File: src/rtl/dual_mul_driver.sv
// rtl/dual_mul_driver.sv - dual-multiplier initiator: launch one operation, capture two results, compare, count errors
module dual_mul_driver #(
  parameter int TIMEOUT = 64,
  parameter int CNT_W   = 16
) (
  input  logic             clk,
  input  logic             rst,
  input  logic             start,
  input  logic [31:0]      a,
  input  logic [31:0]      b,
  output logic             busy,
  output logic [31:0]      op1,
  output logic [31:0]      op2,
  output logic             mul_ready,
  input  logic             mul_done,
  input  logic [31:0]      mul_res,
  output logic [31:0]      res_a,
  output logic [31:0]      res_b,
  output logic             valid,
  output logic             match,
  output logic             timeout,
  output logic [CNT_W-1:0] err_count
);

  typedef enum logic [2:0] {S_IDLE, S_ISSUE, S_WAIT, S_CAP2, S_DRAIN} state_t;

  localparam logic [15:0] TMO_LAST = 16'(TIMEOUT - 1);

  state_t             state_q, state_d;
  logic [15:0]        timer_q, timer_d;
  logic               busy_q, busy_d;
  logic [31:0]        op1_q, op1_d;
  logic [31:0]        op2_q, op2_d;
  logic               ready_q, ready_d;
  logic [31:0]        res_a_q, res_a_d;
  logic [31:0]        res_b_q, res_b_d;
  logic               valid_q, valid_d;
  logic               match_q, match_d;
  logic               tmo_q, tmo_d;
  logic [CNT_W-1:0]   err_q, err_d;
  logic               err_inc;
  logic               cap_match;

  // NaNs compare equal regardless of payload/sign, and +0 equals -0
  function automatic logic fp_eq(input logic [31:0] x, input logic [31:0] y);
    logic x_nan, y_nan;
    x_nan = (x[30:23] == 8'hFF) && (x[22:0] != 23'd0);
    y_nan = (y[30:23] == 8'hFF) && (y[22:0] != 23'd0);
    return (x == y) || (x_nan && y_nan) || ((x[30:0] == 31'd0) && (y[30:0] == 31'd0));
  endfunction

  // A missing second done cycle counts as a mismatch
  assign cap_match = mul_done && fp_eq(res_a_q, mul_res);

  always_comb begin
    state_d = state_q;
    timer_d = timer_q;
    op1_d   = op1_q;
    op2_d   = op2_q;
    ready_d = 1'b0;
    res_a_d = res_a_q;
    res_b_d = res_b_q;
    valid_d = 1'b0;
    match_d = match_q;
    tmo_d   = tmo_q;
    err_inc = 1'b0;
    case (state_q)
      S_IDLE: begin
        if (start) begin
          op1_d   = a;
          op2_d   = b;
          ready_d = 1'b1;
          state_d = S_ISSUE;
        end
      end
      S_ISSUE: begin
        timer_d = 16'd0;
        state_d = S_WAIT;
      end
      S_WAIT: begin
        if (mul_done) begin
          res_a_d = mul_res;
          state_d = S_CAP2;
        end else if (timer_q == TMO_LAST) begin
          valid_d = 1'b1;
          tmo_d   = 1'b1;
          match_d = 1'b0;
          err_inc = 1'b1;
          state_d = S_IDLE;
        end else begin
          timer_d = timer_q + 16'd1;
        end
      end
      S_CAP2: begin
        res_b_d = mul_res;
        valid_d = 1'b1;
        match_d = cap_match;
        tmo_d   = 1'b0;
        err_inc = !cap_match;
        state_d = S_DRAIN;
      end
      S_DRAIN: begin
        if (!mul_done) state_d = S_IDLE;
      end
      default: state_d = S_IDLE;
    endcase
    busy_d = (state_d != S_IDLE);
    err_d  = (err_inc && (err_q != '1)) ? err_q + CNT_W'(1) : err_q;
  end

  always_ff @(posedge clk or posedge rst) begin
    if (rst) begin
      state_q <= S_IDLE;
      timer_q <= '0;
      busy_q  <= 1'b0;
      op1_q   <= '0;
      op2_q   <= '0;
      ready_q <= 1'b0;
      res_a_q <= '0;
      res_b_q <= '0;
      valid_q <= 1'b0;
      match_q <= 1'b0;
      tmo_q   <= 1'b0;
      err_q   <= '0;
    end else begin
      state_q <= state_d;
      timer_q <= timer_d;
      busy_q  <= busy_d;
      op1_q   <= op1_d;
      op2_q   <= op2_d;
      ready_q <= ready_d;
      res_a_q <= res_a_d;
      res_b_q <= res_b_d;
      valid_q <= valid_d;
      match_q <= match_d;
      tmo_q   <= tmo_d;
      err_q   <= err_d;
    end
  end

  assign busy      = busy_q;
  assign op1       = op1_q;
  assign op2       = op2_q;
  assign mul_ready = ready_q;
  assign res_a     = res_a_q;
  assign res_b     = res_b_q;
  assign valid     = valid_q;
  assign match     = match_q;
  assign timeout   = tmo_q;
  assign err_count = err_q;

endmodule

File: config.mk
export PLATFORM = sky130hd
export DESIGN_NAME = dual_mul_driver
export DESIGN_NICKNAME = d
export VERILOG_FILES = /design/src/rtl/dual_mul_driver.sv
export SDC_FILE = /design/constraint.sdc
export NUM_CORES = 1
export LEC_CHECK = 0
export CORE_ASPECT_RATIO = 0.9
export CORE_MARGIN = 1.5
export CORE_UTILIZATION = 49
export DETAILED_ROUTE_END_ITERATION = 10
export PLACE_DENSITY = 0.93
export REMOVE_ABC_BUFFERS = 1
export SYNTH_ARGS = -nofsm -noshare
export SYNTH_HDL_FRONTEND = slang
export SYNTH_SLANG_ARGS = --single-unit
File: constraint.sdc
create_clock -name clk -period 14.85 [get_ports clk]
set_clock_uncertainty 0.1 [all_clocks]
set_input_delay 2.2275 -clock clk [delete_from_list [all_inputs] [get_ports clk]]
set_output_delay 2.2275 -clock clk [all_outputs]
set_load 0.005 [all_outputs]
=== Yosys cells after proc, flatten, opt, wreduce, memory -nomap -nowiden ===
Index checks and enable logic that the tools add are counted.

* Output and inout bits: 149
* Bits in read-only memories: 0
* Flip-flop bits (word level): 168
* Logic and storage cells: 67
* Latch bits: 0
* Memories kept: 0
* Bits of input ports: 100
* Bits in writable memories: 0

* Shift-type cells: 0
* Div/mod/pow operators: 0
* Bitwise gates (word level): 0
* Reduce and logical (&&, ||, !) cells: 21
* Multipliers: 0
* Eq/ne operators: 12
* Add/subtract/negate cells: 2
* Muxes and demuxes: 20
* Order comparisons: 0

{| class="wikitable"
|+ Operator list
! kind !! number
|-
| $logic_not A31 Y1 || 2
|-
| $reduce_bool A23 Y1 || 2
|-
| $add A16 B1 Y16 const B || 2
|-
| $eq A32 B32 Y1 || 1
|-
| $mux W16 || 2
|-
| $pmux W16 S2 || 1
|-
| $eq A16 B6 Y1 const B || 1
|-
| $eq A8 B8 Y1 const B || 2
|-
| $ne A16 B16 Y1 const B || 1
|-
| $pmux W3 S5 || 1
|-
| $mux W3 || 4
|-
| $mux W1 || 8
|-
| $pmux W1 S2 || 4
|-
| $eq A3 B2 Y1 const B || 2
|-
| $logic_and A1 B1 Y1 || 6
|-
| $ne A2 B2 Y1 const B || 3
|-
| $reduce_and A3 Y1 || 2
|-
| $reduce_and A2 Y1 || 2
|-
| $reduce_bool A2 Y1 || 2
|-
| $eq A3 B1 Y1 const B || 1
|-
| $eq A3 B3 Y1 const B || 1
|-
| $logic_not A3 Y1 || 1
|-
| $reduce_bool A3 Y1 || 1
|-
| $logic_or A1 B1 Y1 || 2
|-
| $logic_not A1 Y1 || 1
|}

=== Depth between registers and ports, before layout ===
Gate-level depths: netlist of the first run.

* Depth after elaboration: 9
* Depth in mapped cells: 9
* Gate-level depth less buffers: 8

=== Worst setup path after synthesis of the first run ===
No wires, ideal clock.

* Path type: input port to flip-flop
* From: in mul_res[3]
* To: reg err_q[11], in the netlist err_count[11]
* Required time: 14618 ps
* Buffers on the path: 1
* Data arrival time: 3680 ps
* Library setup time: 132 ps
* Path slack: 10938 ps
* Stages: 8
* Cell sequence: xor2_1 -> nor4_1 -> nand4_1 -> nor3_1 -> a311o_1 -> clkbuf_1 -> nor3_1 -> xor2_1

* Cells in the longest elaborated chain, start to end: 9
* Elaborated cells between the ends (all ways): 12
* Classes of those cells: 1 x eq/ne; 1 x mux; 10 x reduce/logical

{| class="wikitable"
|+ Ends and longest elaborated chain
! element !! line !! RTL
|-
| from (decl) || 16 || <nowiki>input logic [31:0] mul_res,</nowiki>
|-
| $reduce_bool A23 Y1 || 48 || <nowiki>y_nan = (y[30:23] == 8'hFF) && (y[22:0] != 23'd0);</nowiki>
|-
| $logic_and A1 B1 Y1 || 48 ||
|-
| $logic_and A1 B1 Y1 || 49 || <nowiki>return (x == y) || (x_nan && y_nan) || ((x[30:0] == 31'd0) && (y[30:0] == 31'd0));</nowiki>
|-
| $logic_or A1 B1 Y1 || 49 ||
|-
| $logic_or A1 B1 Y1 (*) || 49 ||
|-
| $logic_and A1 B1 Y1 (*) || 53 || <nowiki>assign cap_match = mul_done && fp_eq(res_a_q, mul_res);</nowiki>
|-
| $logic_not A1 Y1 (*) || 99 || <nowiki>err_inc = !cap_match;</nowiki>
|-
| $pmux W1 S2 (*) || 67 || <nowiki>case (state_q)</nowiki>
|-
| $logic_and A1 B1 Y1 (*) || 108 || <nowiki>err_d = (err_inc && (err_q != '1)) ? err_q + CNT_W'(1) : err_q;</nowiki>
|-
| to (signal assigned) || 137 || <nowiki>err_q <= err_d;</nowiki>
|-
| to (decl) || 40 || <nowiki>logic [CNT_W-1:0] err_q, err_d;</nowiki>
|}

Every way passes the cells marked *; elsewhere a longest branch is shown, timed or not.
A chain may end at the register's enable or synchronous reset.

=== Worst setup path after layout of the first run ===
* From: in mul_res[15]
* To: reg err_q[1], in the netlist err_count[1]

The elaborated chain is that of the path after synthesis.

==> flow_summary.yaml, run 1 <==
yosys:
  ys_top_cells_by_area: "dfrtp_1 59%, mux2_2 15%, nand2_1 6.1%, xor2_1 5.9%, nor4_1 2.4%"
  synthAdderAreaFrac_pct: 0.350
  netlist_instances: 601
  synth-compound-area-share_pct: 1.08
  synth_top_family_by_area: "simple AND/OR/NAND/NOR gates"
  synthSimpleGateAreaFrac_pct: 15.7
  yosysTopAreaCell: "dfrtp_1"
  ys_types: 35
  synth.mux.area_fraction_pct: 15.3
  yosys_warnings: 0
  synth_top_area_share_pct: 58.8
  netlist_area_sq_um: 7150
  synth_area_per_cell_sq_um: 11.9
  synth_xor_area_share_pct: 7.10
  seq_area_frac_synth_pct: 58.8
  synth-seq-cells: 168
clocking:
  cts_made_buffers: 17
  clk_latency_ns: 0.42
  cts_resized: 0
  clk_path_buf_depth: 2
  postCtsHoldBufs: 0
  cts.sinks: 168
  clk_pin_slew_ns: 0.06
  post_cts_buffers: 0
  cts_tree: "done"
  cts.htree.levels: 4
  cts-root-buf: "clkbuf_16"
grt:
  grt_max_degree: 111
  antenna_found_initial: 0
  grt_usage_pct: 26.1
  grt-ovfl-total: 0
  grt_pass1_vias: 5875
  grt_first_pass_wirelength_um: 30700
floorplanning:
  die_height_um: 118
  start_util_pct: 50.5
  row_count: 41
  core_sq_um: 14200
  die_x_um: 130
  ioPinCount: 249
  dieArea_sq_um: 15300
power_and_ir_drop:
  switching_share_pct: 30.7
  combPwrFrac_pct: 41.1
  powerDensity_nw_per_um2: 199
  p_int_mw: 1.43
  max-vdd-ir-drop_v: 0.000136
  netSwitchingPower_mw: 0.635
  p_leak_nw: 4.49
  power_mw: 2.07
  seq_power_share_pct: 38.6
  clkPwrFrac_pct: 20.3
final_layout:
  final_common_cell: "clkdlybuf4s50_1"
  fin_nets: 953
  n_antenna_cell: 0
  fillers: 973
  final_cell_mix: "248 x clkdlybuf4s50_1, 168 x dfrtp_1, 117 x nand2_1"
  drive_above_1_share_pct: 15.8
  synthToLayoutAreaGrowth_pct: 45.2
detailed_routing:
  drtPass1Iterations: 5
  drtIter0Drc: 360
  wirelength_um: 19100
  drc: 0
  routed_via_density: 5.37
  wire_per_inst_um: 18.1
  routed-via-count: 5667
  final_antenna_net_count: 0
sta:
  period_needed_ns: 4.60
  grt_setup_unrepaired: "false"
  finalCritPeriodShare_pct: 31.0
  slew_violations: 0
  slew_headroom_pct: 20.8
  tns_ns: 0
  tightest_slew_ns: 1.18
  max_clock_freq_mhz: 217
  hold_violations: 0
  setup-violations-final: 0
setup_path:
  crit_start: "mul_res[15]"
  end_kind: "flop"
  crit_arrival_ns: 4.80
  worst_ep_required_time_ns: 15.06
  cp_max_fo: 16
  r2r-start: "res_a[25]$_DFFE_PP0P_"
  worst-setup-path-type: "primary input to flop"
  start_kind: "primary input"
min_path:
  hold_path_class: "flop to flop"
  worstHoldStart: "err_count[4]$_DFFE_PP0P_"
outcome:
  status: "finished clean"
placement:
  dp_hpwl_um: 13400
  place_congestion: 0.833
  portBuffers: 248
job:
  cap_violations: 0
area by class of cell:
class	instances	area [sq um]	area share [%]
clock inverters	9	103	0.988
inverters	10	42.5	0.410
flip-flops and latches	168	4200	40.5
well taps	193	241	2.33
repair buffers	252	2510	24.2
clock buffers	21	450	4.34
multi-input cells	402	2830	27.3
cells by family (layout without fill, tap and decap cells):
| family | count (synthesis) | in the layout |
|---|---|---|
| XOR/XNOR | 58 | 58 |
| buffers and inverters | 31 | 292 |
| adder cells (fa/ha/maj) | 2 | 2 |
| AND/OR/NAND/NOR | 232 | 232 |
| AO/OA/AOI/OAI | 13 | 13 |
| multiplexers | 97 | 97 |
| flip-flops | 168 | 168 |
stage by stage:
stage	area (sq um)	std cells	hold WS (ns)	setup WS, ns	util, %
final	10400	1055	0.392	10.25	73.3
after detailed placement	9830	1025	0.386	9.98	69.4
after global placement	9830	1025	0.371	10.05	69.4
after floorplan	7070	580	0.371	5.00	-
after global routing	10400	1055	0.412	10.08	73.3
after CTS	10400	1055	0.397	10.32	73.3
power groups by stage:
| stage | logic, mW | clock network, mW | registers (mW) |
|---|---|---|---|
| 2_1_floorplan | 0.346 | 0 | 0.797 |
| 3_3_place_gp | 0.828 | 0 | 0.787 |
| 3_5_place_dp | 0.845 | 0 | 0.802 |
| 4_1_cts | 0.856 | 0.428 | 0.797 |
| 5_1_grt | 0.911 | 0.444 | 0.824 |
| 6_report | 0.850 | 0.420 | 0.797 |
flip-flops by register name (all words and copies together), names as in the netlist:
name	count
op1	32
op2	32
res_a	32
res_b	32
err_count	16
timer_q	16
state_q	3
busy	1
match	1
mul_ready	1
timeout	1
valid	1
per-layer routing:
layer  track usage, %  routed length [um]  vias to the layer above
met5                0                   0                        -
met3             7.95                1430                       26
met1             32.7                7700                     2830
li1                 -                   -                     2576
met2             43.6                9620                      235
met4             7.07                 316                        0
cells in the mapped netlist:
cell      count
a311o_1       1
nor3b_4       2
or4b_1        1
or4_1         1
and4bb_2      1
nand2_2       1
dfrtp_1     168
and4_1        3
or2_2         1
a21oi_1       3
o31ai_1       1
inv_1        10
nand4_1      11
and2_1        1
mux2_2       97
nand2_1     117
or3_1         4
a21oi_2       1
ha_1          2
nand3b_1      2
nand3_1      14
xnor2_1      10
clkbuf_2      1
and2b_1       1
nor3_1       15
o22ai_1       1
buf_2         3
and3_1        5
nor2_1       22
clkbuf_1     17
nor4_1       27
nor4b_1       2
or3b_1        1
xor2_1       48
o21ai_0       6
worst paths after layout:
kind                       cells after the start  slack, ns                  endpoint
max                                            8      10.25  err_count[1]$_DFFE_PP0P_
min in group asynchronous                      2       2.32       op1[31]$_DFFE_PP0P_
min                                            1       0.39  err_count[4]$_DFFE_PP0P_
max reg2reg                                    7      12.17  err_count[1]$_DFFE_PP0P_
max in group asynchronous                      3      11.03  err_count[4]$_DFFE_PP0P_
min reg2reg                                    1       0.39  err_count[4]$_DFFE_PP0P_
worst max-delay path, stage by stage:
cell and delay (ns):
clkdlybuf4s50_1 0.51, xor2_1 0.20, nor4_1 0.36, nand4_1 0.17, nor3_1 0.27, a311o_1 0.60, nor2_1 0.15, mux2_2 0.31
Note: power is estimated with default switching activity, not from simulation.
==> run 2: changes to the inputs <==
- CORE_UTILIZATION: 49 -> 41
- PLACE_DENSITY: 0.93 -> 0.84
- clock period: 14.85 -> 3.8 ns (I/O delays scaled with it)
==> run 2 against run 1 <==
Global-route usage is 4.9 points lower. Clock power grew to 4.0 times the previous value. Final cell count grew 4.5%. Non-clock buffer count up 3. Wire length fell by 4.0%. Count of clock-buffer cells in the layout decreased by 4.
==> flow_summary.yaml, run 2 (synthesis results as in run 1) <==
sta:
  setup_slack_ns: 0.907
  tightest_slew_ns: 0.765
  finalCritPeriodShare_pct: 76.1
  fin_hold_ws_ns: 0.378
  grt_setup_unrepaired: "false"
  slew_headroom_pct: 49.0
  max_clock_freq_mhz: 346
  setup-violations-final: 0
  period_needed_ns: 2.89
  hold_violations: 0
  slew_violations: 0
  tns_ns: 0
detailed_routing:
  drc: 0
  final_antenna_net_count: 0
  drtPass1Iterations: 5
  wire_per_inst_um: 16.6
  routed-via-count: 5488
  routed_via_density: 4.98
  wirelength_um: 18300
  drtIter0Drc: 324
clocking:
  cts-root-buf: "clkbuf_16"
  cts_resized: 0
  clk_path_buf_depth: 2
  post_cts_buffers: 0
  clk_latency_ns: 0.43
  postCtsHoldBufs: 0
  clk_pin_slew_ns: 0.07
  cts.sinks: 168
  cts_made_buffers: 17
  cts.htree.levels: 4
  cts_tree: "done"
grt:
  grt-ovfl-total: 0
  grt_pass1_vias: 5654
  grt_usage_pct: 21.1
  grt_first_pass_wirelength_um: 29800
  grt_max_degree: 83
  antenna_found_initial: 0
floorplanning:
  ioPinCount: 249
  start_util_pct: 42.2
  die_height_um: 128
  core_sq_um: 16900
  dieArea_sq_um: 18200
  die_x_um: 142
  row_count: 45
placement:
  dp_cells: 1070
  portBuffers: 248
  place_congestion: 0.798
  dp_slack_ns: 0.536
  dp_hpwl_um: 13100
setup_path:
  crit_arrival_ns: 3.10
  start_kind: "primary input"
  worst_ep_required_time_ns: 4.01
  end_kind: "flop"
  cp_max_fo: 16
  worst-setup-path-type: "primary input to flop"
power_and_ir_drop:
  clkPwrFrac_pct: 20.9
  max-vdd-ir-drop_v: 0.000446
  switching_share_pct: 31.9
  combPwrFrac_pct: 40.8
  p_leak_nw: 4.53
  powerDensity_nw_per_um2: 771
  p_int_mw: 5.52
  seq_power_share_pct: 38.3
  netSwitchingPower_mw: 2.58
final_layout:
  layout.cells.non_filler: 1102
  n_antenna_cell: 0
  final_common_cell: "clkdlybuf4s50_1"
  fillers: 1363
  fin_util_pct: 62.0
  synthToLayoutAreaGrowth_pct: 47.0
  fin_nets: 956
  drive_above_1_share_pct: 16.6
  final_cell_mix: "248 x clkdlybuf4s50_1, 168 x dfrtp_1, 117 x nand2_1"
job:
  cap_violations: 0
min_path:
  hold_path_class: "flop to flop"
outcome:
  status: "finished clean"
[run 2: cell count changes in the layout (fill, tap and decap cells not counted), sizes merged]
cell      previous run  this run
inv                 10        20
buf                  4         7
clkbuf              21        17
clkinv               4         3
bufinv               2         0
clkinvlp             3         2
[run 2: area by class of cell]
| cell class | instances | area [sq um] | area share, % |
|---|---|---|---|
| repair buffers | 255 | 2560 | 24.4 |
| inverters | 10 | 42.5 | 0.405 |
| clock inverters | 15 | 151 | 1.44 |
| clock buffers | 17 | 425 | 4.05 |
| well taps | 235 | 294 | 2.80 |
| multi-input cells | 402 | 2830 | 26.9 |
| flip-flops and latches | 168 | 4200 | 40.0 |
[run 2: worst max-delay path, cell delays in order]
cell and delay [ns]:
clkdlybuf4s50_1 0.50, nor4_1 0.48, nand4_1 0.14, nor2_1 0.18, nor3_1 0.08, a311o_1 0.52
nor2_1 0.27, mux2_2 0.35
[run 2: power groups by stage]
stage / sequential (mW) / clock, mW / combinational (mW)
detailed placement: 3.13 / 0 / 3.33
floorplan: 3.11 / 0 / 1.35
global route: 3.20 / 1.82 / 3.56
CTS: 3.11 / 1.74 / 3.35
global placement: 3.08 / 0 / 3.28
finish: 3.10 / 1.69 / 3.30
[run 2: worst paths after layout]
kind | end | slack [ns] | startpoint | cells past startpoint
max in group asynchronous | res_a[14]$_DFFE_PP0P_ | 2.26 | rst | 3
max | err_count[1]$_DFFE_PP0P_ | 0.91 | mul_res[1] | 8
max reg2reg | err_count[1]$_DFFE_PP0P_ | 1.12 | res_a[0]$_DFFE_PP0P_ | 7
min in group asynchronous | op2[5]$_DFFE_PP0P_ | 0.53 | rst | 2
min reg2reg | timeout$_DFFE_PP0P_ | 0.38 | timeout$_DFFE_PP0P_ | 2
min | timeout$_DFFE_PP0P_ | 0.38 | timeout$_DFFE_PP0P_ | 2
[run 2: per-stage QoR]
stage	power [mW]	cell area, sq um
2_1_floorplan	4.47	7070
3_3_place_gp	6.36	9930
3_5_place_dp	6.46	9930
4_1_cts	8.19	10500
5_1_grt	8.59	10500
6_report	8.10	10500
[run 2: routing by layer]
layer	track usage, %	wire length [um]
met5	0	0
met4	5.52	214
met3	7.92	1350
met2	34.2	9020
met1	26.8	7710
==> run 3: changes to the inputs <==
- CORE_UTILIZATION: 41 -> 45
- PLACE_DENSITY: 0.84 -> 0.87
- clock period: 3.8 -> 2.9 ns (I/O delays scaled with it)
==> run 3 against run 2 <==
Final area rose by 1.8%. Core utilization rose by 7.0 points. Power rose by 34%. First-iteration DRC count rose by 9.6%. Die area fell by 8.7%. Non-clock buffer count rose by 22. Sequential share of layout area fell by 0.69 points. Critical path depth rose by 1. Register-to-register slack got worse by 0.78 ns. Final cell count fell by 1.1%. Global-route usage rose by 2.8 points. Worst hold slack got worse by 0.10 ns. Critical endpoint unchanged. Largest power group unchanged.
==> flow_summary.yaml, run 3 (synthesis results as in run 1) <==
grt:
  grt_max_degree: 67
  grt_usage_pct: 23.9
  grt-ovfl-total: 0
  antenna_found_initial: 0
  grt_first_pass_wirelength_um: 30500
  grt_pass1_vias: 6054
clocking:
  cts-root-buf: "clkbuf_16"
  cts_tree: "done"
  post_cts_buffers: 0
  clk_pin_slew_ns: 0.07
  clk_path_buf_depth: 2
  cts_made_buffers: 17
  cts.sinks: 168
  cts.htree.levels: 4
  cts_resized: 0
  clk_latency_ns: 0.42
  postCtsHoldBufs: 0
detailed_routing:
  wire_per_inst_um: 17.5
  routed-via-count: 5713
  drc: 0
  drtIter0Drc: 355
  wirelength_um: 19000
  final_antenna_net_count: 0
  routed_via_density: 5.24
  drtPass1Iterations: 5
sta:
  grt_setup_unrepaired: "false"
  hold_violations: 0
  tightest_slew_ns: 0.536
  max_clock_freq_mhz: 376
  slew_violations: 0
  tns_ns: 0
  slew_headroom_pct: 64.3
  period_needed_ns: 2.66
  setup-violations-final: 0
  finalCritPeriodShare_pct: 91.6
final_layout:
  drive_above_1_share_pct: 18.5
  final_area_sq_um: 10700
  synthToLayoutAreaGrowth_pct: 49.5
  final_cell_mix: "248 x clkdlybuf4s50_1, 168 x dfrtp_1, 117 x nand2_1"
  final_common_cell: "clkdlybuf4s50_1"
  n_antenna_cell: 0
  layout.cells.non_filler: 1090
  fin_util_pct: 69.0
  fin_nets: 978
power_and_ir_drop:
  max-vdd-ir-drop_v: 0.000581
  powerDensity_nw_per_um2: 1010
  p_leak_nw: 4.65
floorplanning:
  dieArea_sq_um: 16700
  die_x_um: 136
  die_height_um: 123
  ioPinCount: 249
  start_util_pct: 46.1
  row_count: 43
  core_sq_um: 15500
setup_path:
  worst-setup-path-type: "primary input to flop"
  start_kind: "primary input"
  worst_ep_required_time_ns: 3.11
  crit_arrival_ns: 2.86
  cp_max_fo: 11
  end_kind: "flop"
placement:
  portBuffers: 248
  dpl_cell_area_sq_um: 10100
  dp_cells: 1059
  place_congestion: 0.901
  dp_hpwl_um: 13800
job:
  cap_violations: 0
outcome:
  status: "finished clean"
min_path:
  hold_path_class: "primary input to async pin"
## run 3: changes by cell type in the layout (fill, tap and decap cells not counted)
cell and change:
inv_8 -4, clkinv_4 +1, bufinv_16 +3, clkinv_8 -1, inv_6 -4, clkbuf_1 +1
clkbuf_8 +1, buf_4 +20, clkinvlp_4 +2, buf_12 +2
## run 3: worst paths after layout
check | cells after the start | from | slack [ns] | end
max | 9 | mul_res[30] | 0.24 | err_count[1]$_DFFE_PP0P_
min | 2 | rst | 0.28 | op2[9]$_DFFE_PP0P_
max reg2reg | 8 | timer_q[0]$_DFFE_PP0P_ | 0.34 | err_count[1]$_DFFE_PP0P_
min reg2reg | 2 | timeout$_DFFE_PP0P_ | 0.38 | timeout$_DFFE_PP0P_
max in group asynchronous | 3 | rst | 1.73 | res_b[16]$_DFFE_PP0P_
min in group clk | 2 | timeout$_DFFE_PP0P_ | 0.38 | timeout$_DFFE_PP0P_
## run 3: per-layer routing
metal	track usage [%]	part of all wire, %
met5	0	0
met4	7.85	2.3
met3	8.96	7.4
met2	41.2	51
met1	27.6	39
## run 3: final cells by class
| class | instances | area, sq um |
|---|---|---|
| fill | 1126 | 4800 |
| sequential | 168 | 4200 |
| multi-input combinational | 402 | 2830 |
| timing repair buffer | 277 | 2750 |
| clock buffer | 19 | 443 |
| tap | 202 | 253 |
| clock inverter | 12 | 169 |
| inverter | 10 | 42.5 |
## run 3: stage by stage
step	power, mW	setup WS [ns]	hold WS, ns
after detailed placement	8.51	-0.147	0.367
after global placement	8.36	-0.117	0.363
final	10.8	0.243	0.277
after CTS	10.9	0.270	0.273
after floorplan	5.81	-5.40	0.371
after global routing	11.5	0.0243	0.299
## run 3: critical path, cell delays in order
cell	delay [ns]
clkdlybuf4s50_1	0.65
nand4_1	0.14
nor4_1	0.27
buf_4	0.16
nand4_1	0.10
nor3_1	0.17
a311o_1	0.48
nor2_1	0.14
mux2_2	0.30
## run 3: report_power, final
part	switching, mW	total [mW]	internal [mW]
registers	0.753	4.09	3.34
clock network	0.960	2.35	1.39
logic	1.62	4.40	2.78
total	3.33	10.8	7.51
